===== src/rtl/character_anim_ctrl_if.sv =====
// rtl/character_anim_ctrl_if.sv - physics/timing to sprite-stage bundle for character_anim_ctrl
interface character_anim_ctrl_if;
   logic        vblnk;
   logic [11:0] x_phys;
   logic [11:0] y_phys;
   logic        on_ground;
   logic        vel_y_neg;
   logic        charging;
   logic        moving;
   logic        face_left;
   logic [11:0] x_value;
   logic [11:0] y_value;
   logic [14:0] sprite_base;
   logic [2:0]  frame_idx;
   logic        mirror;
   logic        frame_tick;

   modport master (
      output vblnk, x_phys, y_phys, on_ground, vel_y_neg, charging, moving, face_left,
      input  x_value, y_value, sprite_base, frame_idx, mirror, frame_tick
   );

   modport slave (
      input  vblnk, x_phys, y_phys, on_ground, vel_y_neg, charging, moving, face_left,
      output x_value, y_value, sprite_base, frame_idx, mirror, frame_tick
   );
endinterface


===== src/rtl/character_anim_ctrl.sv =====
// rtl/character_anim_ctrl.sv - frame-synchronous sprite frame sequencer; optional CHAR_MIRROR_EN
// Everything visible to the drawing stage is latched on the vblnk rising edge and held for a frame.
module character_anim_ctrl #(
   parameter int FRAME_WORDS = 3072,
   parameter int WALK_PERIOD = 8,
   parameter int LAND_HOLD   = 6,
   parameter int X_MAX       = 1023,
   parameter int Y_MAX       = 767
) (
   input  logic                  clk,
   input  logic                  rst,
   character_anim_ctrl_if.slave  bus
);

   localparam logic [2:0] S_IDLE   = 3'd0;
   localparam logic [2:0] S_WALK_A = 3'd1;
   localparam logic [2:0] S_WALK_B = 3'd2;
   localparam logic [2:0] S_CROUCH = 3'd3;
   localparam logic [2:0] S_JUMP   = 3'd4;
   localparam logic [2:0] S_FALL   = 3'd5;
   localparam logic [2:0] S_LAND   = 3'd6;

   localparam logic [7:0]  WALK_LAST = 8'(WALK_PERIOD - 1);
   localparam logic [7:0]  LAND_LAST = 8'(LAND_HOLD - 1);
   localparam logic [11:0] X_LIM     = 12'(X_MAX);
   localparam logic [11:0] Y_LIM     = 12'(Y_MAX);
   localparam logic [14:0] FW        = 15'(FRAME_WORDS);

   logic        vblnk_q;
   logic        armed_q;
   logic        tick;
   logic        frame_tick_q;
   logic [2:0]  state_q, state_d;
   logic [7:0]  walk_cnt_q, walk_cnt_d;
   logic        walk_phase_q, walk_phase_d;
   logic [7:0]  land_cnt_q, land_cnt_d;
   logic [11:0] x_value_q, y_value_q;
   logic [14:0] sprite_base_q, sprite_base_d;
   logic        in_walk;

   // armed_q blocks a false edge when vblnk is already high as reset releases
   assign tick    = bus.vblnk & ~vblnk_q & armed_q;
   assign in_walk = (state_q == S_WALK_A) || (state_q == S_WALK_B);

   always_comb begin
      state_d      = state_q;
      walk_cnt_d   = walk_cnt_q;
      walk_phase_d = walk_phase_q;
      land_cnt_d   = land_cnt_q;
      if (tick) begin
         if (!bus.on_ground) begin
            state_d = bus.vel_y_neg ? S_JUMP : S_FALL;
         end else begin
            case (state_q)
               S_JUMP, S_FALL: begin
                  state_d    = S_LAND;
                  land_cnt_d = 8'd0;
               end
               S_LAND: begin
                  if (bus.charging) begin
                     state_d = S_CROUCH;
                  end else if (land_cnt_q == LAND_LAST) begin
                     state_d = bus.moving ? S_WALK_A : S_IDLE;
                  end else begin
                     land_cnt_d = land_cnt_q + 8'd1;
                  end
               end
               default: begin
                  if (bus.charging) begin
                     state_d = S_CROUCH;
                  end else if (bus.moving) begin
                     if (in_walk) begin
                        if (walk_cnt_q == WALK_LAST) begin
                           walk_cnt_d   = 8'd0;
                           walk_phase_d = ~walk_phase_q;
                        end else begin
                           walk_cnt_d = walk_cnt_q + 8'd1;
                        end
                     end
                     state_d = walk_phase_d ? S_WALK_B : S_WALK_A;
                  end else begin
                     state_d = S_IDLE;
                  end
               end
            endcase
            if ((state_d != S_WALK_A) && (state_d != S_WALK_B)) begin
               walk_cnt_d   = 8'd0;
               walk_phase_d = 1'b0;
            end
         end
      end
   end

   assign sprite_base_d = {12'd0, state_d} * FW;

   always_ff @(posedge clk) begin
      if (rst) begin
         vblnk_q       <= 1'b0;
         armed_q       <= 1'b0;
         frame_tick_q  <= 1'b0;
         state_q       <= S_IDLE;
         walk_cnt_q    <= 8'd0;
         walk_phase_q  <= 1'b0;
         land_cnt_q    <= 8'd0;
         x_value_q     <= 12'd0;
         y_value_q     <= 12'd0;
         sprite_base_q <= 15'd0;
      end else begin
         vblnk_q      <= bus.vblnk;
         frame_tick_q <= tick;
         state_q      <= state_d;
         walk_cnt_q   <= walk_cnt_d;
         walk_phase_q <= walk_phase_d;
         land_cnt_q   <= land_cnt_d;
         if (!bus.vblnk) begin
            armed_q <= 1'b1;
         end
         if (tick) begin
            x_value_q     <= (bus.x_phys > X_LIM) ? X_LIM : bus.x_phys;
            y_value_q     <= (bus.y_phys > Y_LIM) ? Y_LIM : bus.y_phys;
            sprite_base_q <= sprite_base_d;
         end
      end
   end

`ifdef CHAR_MIRROR_EN
   logic mirror_q;

   always_ff @(posedge clk) begin
      if (rst) begin
         mirror_q <= 1'b0;
      end else if (tick) begin
         mirror_q <= bus.face_left;
      end
   end

   assign bus.mirror = mirror_q;
`else
   assign bus.mirror = 1'b0;
`endif

   assign bus.x_value     = x_value_q;
   assign bus.y_value     = y_value_q;
   assign bus.sprite_base = sprite_base_q;
   assign bus.frame_idx   = state_q;
   assign bus.frame_tick  = frame_tick_q;

endmodule


===== src/flat_wrapper.sv =====
// flat-port wrapper written by rule: the top's interface ports become plain ports
module character_anim_ctrl_flat 
#(
   parameter int FRAME_WORDS = 3072,
   parameter int WALK_PERIOD = 8,
   parameter int LAND_HOLD   = 6,
   parameter int X_MAX       = 1023,
   parameter int Y_MAX       = 767
)
  (clk, rst, bus_vblnk, bus_x_phys, bus_y_phys, bus_on_ground, bus_vel_y_neg, bus_charging, bus_moving, bus_face_left, bus_x_value, bus_y_value, bus_sprite_base, bus_frame_idx, bus_mirror, bus_frame_tick);
  character_anim_ctrl_if bus_i ();
  input  logic clk;
  input  logic rst;
  input wire logic [$bits(bus_i.vblnk)-1:0] bus_vblnk;
  input wire logic [$bits(bus_i.x_phys)-1:0] bus_x_phys;
  input wire logic [$bits(bus_i.y_phys)-1:0] bus_y_phys;
  input wire logic [$bits(bus_i.on_ground)-1:0] bus_on_ground;
  input wire logic [$bits(bus_i.vel_y_neg)-1:0] bus_vel_y_neg;
  input wire logic [$bits(bus_i.charging)-1:0] bus_charging;
  input wire logic [$bits(bus_i.moving)-1:0] bus_moving;
  input wire logic [$bits(bus_i.face_left)-1:0] bus_face_left;
  output wire logic [$bits(bus_i.x_value)-1:0] bus_x_value;
  output wire logic [$bits(bus_i.y_value)-1:0] bus_y_value;
  output wire logic [$bits(bus_i.sprite_base)-1:0] bus_sprite_base;
  output wire logic [$bits(bus_i.frame_idx)-1:0] bus_frame_idx;
  output wire logic [$bits(bus_i.mirror)-1:0] bus_mirror;
  output wire logic [$bits(bus_i.frame_tick)-1:0] bus_frame_tick;
  assign bus_i.vblnk = bus_vblnk;
  assign bus_i.x_phys = bus_x_phys;
  assign bus_i.y_phys = bus_y_phys;
  assign bus_i.on_ground = bus_on_ground;
  assign bus_i.vel_y_neg = bus_vel_y_neg;
  assign bus_i.charging = bus_charging;
  assign bus_i.moving = bus_moving;
  assign bus_i.face_left = bus_face_left;
  assign bus_x_value = bus_i.x_value;
  assign bus_y_value = bus_i.y_value;
  assign bus_sprite_base = bus_i.sprite_base;
  assign bus_frame_idx = bus_i.frame_idx;
  assign bus_mirror = bus_i.mirror;
  assign bus_frame_tick = bus_i.frame_tick;
  character_anim_ctrl #(.FRAME_WORDS(FRAME_WORDS), .WALK_PERIOD(WALK_PERIOD), .LAND_HOLD(LAND_HOLD), .X_MAX(X_MAX), .Y_MAX(Y_MAX)) u_core (.clk(clk), .rst(rst), .bus(bus_i));
endmodule

===== config.mk =====
export PLATFORM = sky130hd
export DESIGN_NAME = character_anim_ctrl_flat
export DESIGN_NICKNAME = d
export VERILOG_FILES = /design/src/rtl/character_anim_ctrl_if.sv /design/src/rtl/character_anim_ctrl.sv /design/src/flat_wrapper.sv
export SDC_FILE = /design/constraint.sdc
export NUM_CORES = 1
export LEC_CHECK = 0
export CAP_MARGIN = 25
export CORE_MARGIN = 4
export CORE_UTILIZATION = 25
export CTS_CLUSTER_SIZE = 14
export DETAILED_ROUTE_END_ITERATION = 8
export DONT_BUFFER_PORTS = 1
export SETUP_SLACK_MARGIN = 0.1
export SLEW_MARGIN = 5
export SYNTH_ARGS = -nofsm -noshare
export SYNTH_HDL_FRONTEND = slang
export SYNTH_SLANG_ARGS = --single-unit
export TNS_END_PERCENT = 100

===== constraint.sdc =====
create_clock -name clk -period 3.15 [get_ports clk]
set_clock_uncertainty 0.1 [all_clocks]
set_input_delay 0.4725 -clock clk [delete_from_list [all_inputs] [get_ports clk]]
set_output_delay 0.4725 -clock clk [all_outputs]
set_load 0.01 [all_outputs]

# Word level (Yosys, flattened, before mapping)
# Cells that the tools add are included.
# totals
out_inout_bits	44
reg_bits	52
# classes
n_eq_ne	13
multipliers	1
order_cmp	2
addsub	2
n_bitwise	4
mux	34
reduce_logical	10
# op_table
op	n
$mux W8	8
$gt A12 B10 Y1 const B	2
$mux W12	2
$mux W3	8
$add A8 B1 Y8 const B	2
$eq A8 B3 Y1 const B	2
$pmux W8 S2	1
$mux W1	13
$reduce_and A5 Y1	2
$eq A3 B3 Y1 const B	3
$pmux W3 S2	1
$reduce_and A6 Y1	1
$reduce_bool A2 Y1	3
$mul A3 B2 Y5 const B	1
$ne A2 B1 Y1 const B	2
$ne A2 B2 Y1 const B	2
$eq A3 B1 Y1 const B	1
$eq A3 B2 Y1 const B	1
$ne A3 B1 Y1 const B	1
$ne A3 B2 Y1 const B	1
$reduce_or A3 Y1	1
$and A1 B1 Y1	2
$mux W2	1
$not A1 Y1	2
3 further kinds	3

# Depth between registers and ports, before layout
# Gate-level depths: netlist of the first run.
# depth
word_depth	18
depth_mapped	13

# Least setup slack after synthesis of the first run
# OpenSTA, ideal clock, no wires.
# synth_path
path_type	register -> register
start	register u_core.walk_cnt_q[3]
end	register u_core.sprite_base_q[13], in the netlist u_core.bus.sprite_base[13]
t_required_ps	2964
setup_slack_ps	291
path_buffers	0
stages_incl_launch_ff	12
arrival_ps	2674
setup_ps	86
cell_sequence	dfxtp_1 -> or4_4 -> nor4_4 -> mux2_4 -> nor3_1 -> a21oi_1 -> inv_1 -> ha_1 -> inv_1 -> fa_1 -> xnor2_1 -> a211oi_1
# synth_via
elab_chain_len	17
# synth_lines
element	line_no	source
start, declared	character_anim_ctrl.sv:34	logic [7:0] walk_cnt_q, walk_cnt_d;
start signal, assigned	character_anim_ctrl.sv:112	walk_cnt_q <= walk_cnt_d;
$eq A8 B3 Y1	character_anim_ctrl.sv:73	if (walk_cnt_q == WALK_LAST) begin
$mux W1	character_anim_ctrl.sv:73	
$mux W1	character_anim_ctrl.sv:72	if (in_walk) begin
$mux W1	character_anim_ctrl.sv:71	end else if (bus.moving) begin
$mux W1	character_anim_ctrl.sv:69	if (bus.charging) begin
$mux W1	character_anim_ctrl.sv:54	case (state_q)
$mux W1	character_anim_ctrl.sv:51	if (!bus.on_ground) begin
$mux W1	character_anim_ctrl.sv:50	if (tick) begin
[2 not listed]	n/a	
$mux W3	character_anim_ctrl.sv:69	
$pmux W3 S2	character_anim_ctrl.sv:54	
$mux W3	character_anim_ctrl.sv:51	
$mux W3	character_anim_ctrl.sv:50	
$mux W3	character_anim_ctrl.sv:51	
$mux W3	character_anim_ctrl.sv:50	
via u_core.state_d[1]	character_anim_ctrl.sv:33	logic [2:0] state_q, state_d;
$mul A3 B2 Y5	character_anim_ctrl.sv:94	assign sprite_base_d = {12'd0, state_d} * FW;
end signal, assigned	character_anim_ctrl.sv:121	sprite_base_q <= sprite_base_d;
end, declared	character_anim_ctrl.sv:38	logic [14:0] sprite_base_q, sprite_base_d;
# The timed path passes the listed nets, and every way through them passes these cells. The select of a mux whose other input is x is not followed.
# A chain may end at the register's enable or synchronous reset.

# Worst setup path in the final report of the first run
# layout_path
start	register u_core.walk_cnt_q[3]
end	register u_core.sprite_base_q[12], in the netlist u_core.bus.sprite_base[12]
# layout_via
elab_chain_len	17
# layout_lines
element	line_no	source
$eq A8 B3 Y1	character_anim_ctrl.sv:73	
$mux W1	character_anim_ctrl.sv:73	
$mux W1	character_anim_ctrl.sv:72	
$mux W1	character_anim_ctrl.sv:71	
$mux W1	character_anim_ctrl.sv:69	
$mux W1	character_anim_ctrl.sv:54	
$mux W1	character_anim_ctrl.sv:51	
$mux W1	character_anim_ctrl.sv:50	
$mux W2	character_anim_ctrl.sv:80	state_d = walk_phase_d ? S_WALK_B : S_WALK_A;
$mux W3	character_anim_ctrl.sv:71	
$mux W3	character_anim_ctrl.sv:69	
$pmux W3 S2	character_anim_ctrl.sv:54	
$mux W3	character_anim_ctrl.sv:51	
$mux W3	character_anim_ctrl.sv:50	
$mux W3	character_anim_ctrl.sv:51	
$mux W3	character_anim_ctrl.sv:50	
$mul A3 B2 Y5	character_anim_ctrl.sv:94	
# Every way passes these cells. The select of a mux whose other input is x is not followed.

==> results of run 1 <==
==> flip-flops by register name, summed over array words and instances, names as in the netlist <==
register and cells:
u_core.walk_phase_q 1, u_core.bus.frame_tick 1, u_core.walk_cnt_q 8, u_core.bus.y_value 12, u_core.land_cnt_q 8, u_core.bus.x_value 12
u_core.armed_q 1, u_core.bus.frame_idx 3, u_core.bus.sprite_base 5, u_core.vblnk_q 1
==> kinds of logic after synthesis <==
| logic type | Yosys count |
|---|---|
| simple gates | 104 |
| other cells | 1 |
| fa+ha+maj | 6 |
| flops | 52 |
| compound gates | 55 |
| mux | 4 |
| buf+inv | 33 |
| xor+xnor | 9 |
==> critical path: stages (launching register included) <==
cell and delay [ns]:
dfxtp_4 0.37, or4_4 0.54, nor4_4 0.26, buf_4 0.16
buf_4 0.11, mux2i_4 0.23, nand3_2 0.09, nand3_2 0.12
nand2_1 0.06, ha_1 0.17, inv_1 0.06, fa_1 0.42
a211oi_2 0.17
==> Yosys cell counts, drive strengths merged (4+ instances only) <==
master	number	share of area, %
a211oi	6	2.0
xor2	6	2.1
and3	6	1.5
ha	5	2.6
nor3	8	1.6
nor2	24	3.7
buf	14	4.2
inv	9	1.4
a21oi	13	2.7
nand4	10	2.6
clkbuf	10	1.5
nand3b	4	1.2
nand2	19	2.9
nand3	15	3.1
dfxtp	52	43
o221a	19	8.8
==> per-stage QoR <==
stage	cells	area [um2]	util, %
6_report	402	2765	29.51
5_1_grt	402	2765	29.51
4_1_cts	397	2676	28.56
3_5_place_dp	386	2556	27.28
3_3_place_gp	386	2556	27.28
2_1_floorplan	274	2482	-
==> how the worst min path moves through the flow <==
stage | start | cells past startpoint | slack, ns | end
finish | rst | 1 | 0.12 | u_core.walk_cnt_q[1]$_SDFFE_PP0P_
global route | rst | 1 | 0.10 | u_core.bus.sprite_base[12]$_SDFFE_PP0P_
floorplan | u_core.armed_q$_SDFFE_PP0N_ | 2 | 0.33 | u_core.armed_q$_SDFFE_PP0N_
CTS | rst | 1 | 0.11 | u_core.bus.frame_idx[1]$_SDFF_PP0_
detailed placement | u_core.armed_q$_SDFFE_PP0N_ | 2 | 0.35 | u_core.armed_q$_SDFFE_PP0N_
global placement | u_core.armed_q$_SDFFE_PP0N_ | 2 | 0.34 | u_core.armed_q$_SDFFE_PP0N_
==> final cells by class <==
| cell class | count | area (um2) | area share (%) |
|---|---|---|---|
| inverter | 9 | 33.78 | 1.222 |
| clock buffer | 6 | 82.58 | 2.986 |
| sequential | 52 | 1046 | 37.83 |
| clock inverter | 2 | 10.01 | 0.3620 |
| multi-input combinational | 189 | 1319 | 47.69 |
| tap | 129 | 161.4 | 5.837 |
| timing repair buffer | 15 | 112.6 | 4.072 |
==> timing repair <==
item / CTS / global route
cloned: 0 / 0
hold endpoints to repair: 0 / 0
setup buffers: 3 / 5
setup endpoints to repair: 1 / 2
gates resized for setup: 2 / 12
pin swaps: 1 / 3
hold buffers: 0 / 0
==> power by group through the flow <==
stage          clock network (mW)  registers, mW  logic, mW
2_1_floorplan                   0          0.713     0.0927
3_3_place_gp                    0          0.718     0.0975
3_5_place_dp                    0          0.719      0.100
4_1_cts                     0.422          0.703      0.102
5_1_grt                     0.444          0.704      0.123
6_report                    0.398          0.701      0.111
==> routing by layer <==
layer  global-route usage, %  wire, um  vias to the layer above
li1                        -         -                      965
met2                   15.87      2699                       49
met1                   12.69      2606                      920
met4                   2.648        52                        0
met5                       0         0                        -
met3                   3.371       381                        6
==> metrics.csv, run 1 <==
metric,value,unit
Fill cells,1000,
Initial DRC Count,92,
XOR/XNOR Fraction of Synth Area,3.224,%
initial antenna violation count,0,
required time worst endpoint,3.28,ns
critical path startpoint category,flop,
Root Buffer,clkbuf_8,
IO Port Bufs,0,
most frequent cells in the layout,"dfxtp_1, nor2_1, nand2_1, o221a_2, buf_4",
Internal,0.8998,mW
post-synth cell types,50,
Initial Utilization,26.09,%
Final ANT Viol Nets,0,
WP data arrival,3.07,ns
Pleak,1.006,nW
Final Hold Vio Count,0,
"commonest non-fill, non-tap cell in the layout",dfxtp_1,
critical path endpoint,u_core.bus.sprite_base[12]$_SDFFE_PP0P_,
core area,0.009371,mm2
Least-Margin Pin Slew,0.8205,ns
Area growth syn-to-layout,13.10,%
Avg WL per Cell,14.28,um
Final setup viols,0,
Max Cap Viol,0,
Clock transition at path regs,0.10,ns
Comb pwr share,9.1,%
Max transition margin,45.24,%
Longest Clk Path Bufs,2,
fmax,340.7,MHz
DRC,0,
FF-to-FF path depth,12,
Mapped Area,0.002445,mm2
GPL Wtd Cong,0.8169,
Final Worst Setup Slack,0.2153,ns
"Top FF cell, synth",dfxtp_1,
vias in the first global route,1825,
post-synthesis compound-gate area fraction,18.83,%
Period minus WS final,2.935,ns
Sw Share,25.67,%
kind of critical path,flop to flop,
mux contribution to synthesized area,1.894,%
total congestion overflow,0,
layout cells sized above 1,21.98,%
TNS Setup,0,ns
pre-CTS setup slack,0.1076,ns
Synth warnings,0,
# H-tree levels,2,
post-synthesis simple-gate area fraction,22.82,%
largest net degree at the start of global routing,31,
CP Capture Type,flop,
number of synthesized flops with an enable pin,0,
num ports,76,
sequential share of power,57.9,%
via count,1940,
Synth Area in Adders,3.378,%
worst hold slack,0.1246,ns
Switch Pwr,0.3107,mW
Nets,310,
Cells after Synth,264,
first-pass GRT wire length,9018,um
Pwr per Cell Area,437.8,mW/mm2
Reg-to-Reg End,u_core.bus.sprite_base[12]$_SDFFE_PP0P_,
run status,completed,
Die ar.,0.01143,mm2
CTS buffer count,5,
Clk network pwr share,32.9,%
Overall Power,1.211,mW
CP Launch Point,u_core.walk_cnt_q[3]$_SDFFE_PP0P_,
r2r startpoint,u_core.walk_cnt_q[3]$_SDFFE_PP0P_,
register area share after synthesis,42.58,%
Max Transition Viols Final,0,
main combinational cell family by area after synthesis,simple AND/OR/NAND/NOR gates,
"FFs w/ async S/R, synth",0,%
final wirelength,5739,um
Skew-Pair Late Insertion Delay,0.30,ns
RSZ-0062 raised after global routing,no,
die height,106.9,um
TritonRoute pass-1 iters,4,
# clock sinks,52,
CTS tree,built,
Avg Inst Size Synth,9.261,um2
post-synthesis register bit count,52,
HP Class,primary input to flop,
Die Wd,106.9,um
row count,35,
GRT Total Usage,9.888,%
ANT cells,0,
Peak VDD IR,0.1400,mV
vias per cell,4.826,
HPWL Detailed,4209,um
CP max FO,6,
period utilization,93.17,%
R2R setup slack,0.22,ns
No activity file was read; power rests on OpenSTA's default activity.
==> run 2: changes to the inputs <==
--- a/config.mk
+++ b/config.mk
@@ -12,7 +12,7 @@
 export DETAILED_ROUTE_END_ITERATION = 8
 export DONT_BUFFER_PORTS = 1
 export SETUP_SLACK_MARGIN = 0.1
-export SLEW_MARGIN = 5
+export SLEW_MARGIN = 40
 export SYNTH_ARGS = -nofsm -noshare
 export SYNTH_HDL_FRONTEND = slang
 export SYNTH_SLANG_ARGS = --single-unit
==> metrics.csv, run 2 (synthesis results as in run 1) <==
metric,value,unit,change
HP Class,primary input to flop,,unchanged
critical path depth,12,,unchanged
initial antenna violation count,0,,unchanged
TritonRoute pass-1 iters,4,,unchanged
Die Wd,106.9,um,unchanged
R2R setup slack,0.22,ns,about the same
GPL Wtd Cong,0.8169,,unchanged
vias per cell,4.833,,was 4.826
CTS buffer count,5,,unchanged
Skew-Pair Late Insertion Delay,0.30,ns,about the same
GRT Total Usage,9.888,%,unchanged
Pwr per Cell Area,437.6,mW/mm2,was 437.8 mW/mm2
CP bufs+invs,3,,unchanged
final wirelength,5734,um,was 5739 um
Area growth syn-to-layout,13.10,%,unchanged
Nets,310,,unchanged
met3 GRT Util,3.371,%,unchanged
layer with the highest usage,met2,,unchanged
Avg WL per Cell,14.26,um,was 14.28 um
DRC,0,,unchanged
largest net degree at the start of global routing,31,,unchanged
most frequent cells in the layout,"dfxtp_1, nor2_1, nand2_1, o221a_2, buf_4",,unchanged
Fill cells,1000,,unchanged
Max transition margin,61.13,%,was 45.24%
worst hold slack,0.1251,ns,was 0.1246 ns
Clock transition at path regs,0.10,ns,about the same
cell family with the largest share of critical-path delay,simple AND/OR/NAND/NOR gates,,unchanged
hold depth,1,,unchanged
Final setup viols,0,,unchanged
period utilization,93.16,%,was 93.17%
Final ANT Viol Nets,0,,unchanged
Worst path slowest cell,or4_4,,unchanged
FF-to-FF path depth,12,,unchanged
run status,completed,,unchanged
Max stage delay on crit path,0.54,ns,about the same
HPWL Detailed,4209,um,unchanged
required time worst endpoint,3.28,ns,about the same
pre-CTS setup slack,0.1076,ns,unchanged
# H-tree levels,2,,unchanged
ANT cells,0,,unchanged
core area,0.009371,mm2,unchanged
# clock sinks,52,,unchanged
CTS tree,built,,unchanged
GR Util met2,15.87,%,unchanged
kind of critical path,flop to flop,,unchanged
met1 usage,12.69,%,unchanged
Longest Clk Path Bufs,2,,unchanged
Initial DRC Count,91,,was 92
Initial Utilization,26.09,%,unchanged
CP Capture Type,flop,,unchanged
WP data arrival,3.07,ns,about the same
worst-path cell chain,"or4_4, nor4_4, buf_4, buf_4, mux2i_4, nand3_2, nand3_2, nand2_1, ha_1, inv_1, fa_1, a211oi_2",,unchanged
Period minus WS final,2.935,ns,about the same
die height,106.9,um,unchanged
Max Transition Viols Final,0,,unchanged
first-pass GRT wire length,9018,um,unchanged
Pleak,1.004,nW,was 1.006 nW
Peak VDD IR,0.1400,mV,about the same
RSZ-0062 raised after global routing,no,,unchanged
Final Hold Vio Count,0,,unchanged
fmax,340.8,MHz,was 340.7 MHz
IO Port Bufs,0,,unchanged
Die ar.,0.01143,mm2,unchanged
total congestion overflow,0,,unchanged
CP max FO,6,,unchanged
TNS Setup,0,ns,unchanged
Max Cap Viol,0,,unchanged
critical path startpoint category,flop,,unchanged
Root Buffer,clkbuf_8,,unchanged
num ports,76,,unchanged
Final Worst Setup Slack,0.2154,ns,was 0.2153 ns
layout cells sized above 1,22.34,%,was 21.98%
Least-Margin Pin Slew,0.5819,ns,was 0.8205 ns
row count,35,,unchanged
via count,1943,,"was 1,940"
vias in the first global route,1825,,unchanged
"commonest non-fill, non-tap cell in the layout",dfxtp_1,,unchanged
## run 2: power breakdown
| part | switching (mW) | total [mW] | internal, mW |
|---|---|---|---|
| sequential | 0.0241 | 0.701 | 0.677 |
| combinational | 0.0642 | 0.111 | 0.0463 |
| clock | 0.222 | 0.398 | 0.176 |
| total | 0.310 | 1.21 | 0.900 |
## run 2: worst paths after layout
| path | from | to |
|---|---|---|
| worst max-delay path | u_core.walk_cnt_q[3]$_SDFFE_PP0P_ | u_core.bus.sprite_base[12]$_SDFFE_PP0P_ |
| worst min-delay path | rst | u_core.walk_cnt_q[1]$_SDFFE_PP0P_ |
| worst max register to register | u_core.walk_cnt_q[3]$_SDFFE_PP0P_ | u_core.bus.sprite_base[12]$_SDFFE_PP0P_ |
| worst min register to register | u_core.armed_q$_SDFFE_PP0N_ | u_core.armed_q$_SDFFE_PP0N_ |
## run 2: area by class of cell
type | count | area (um2) | share of cell area [%]
clock buffers | 6 | 82.58 | 2.986
clock inverters | 2 | 10.01 | 0.3620
inverters | 9 | 33.78 | 1.222
multi-input cells | 189 | 1319 | 47.69
flip-flops and latches | 52 | 1046 | 37.83
well taps | 129 | 161.4 | 5.837
repair buffers | 15 | 112.6 | 4.072
## run 2: through the flow
step	power (mW)	cell area, um2	cells	util (%)
6_report	1.210	2765	402	29.51
5_1_grt	1.271	2765	402	29.51
4_1_cts	1.227	2676	397	28.56
3_5_place_dp	0.8186	2556	386	27.28
3_3_place_gp	0.8155	2556	386	27.28
2_1_floorplan	0.8057	2482	274	-
## run 2: timing repair
| item | CTS | global route |
|---|---|---|
| resized for setup | 2 | 12 |
| hold buffers | 0 | 0 |
| pin swaps | 1 | 3 |
| hold endpoints to repair | 0 | 0 |
| endpoints found under the setup margin | 1 | 2 |
| buffers inserted | 3 | 5 |
## run 2: per-layer routing
| metal | up-vias | share of wire, % |
|---|---|---|
| met5 | - | 0 |
| met4 | 0 | 0.91 |
| met3 | 6 | 6.6 |
| met2 | 49 | 47 |
| met1 | 922 | 45 |
| li1 | 966 | - |
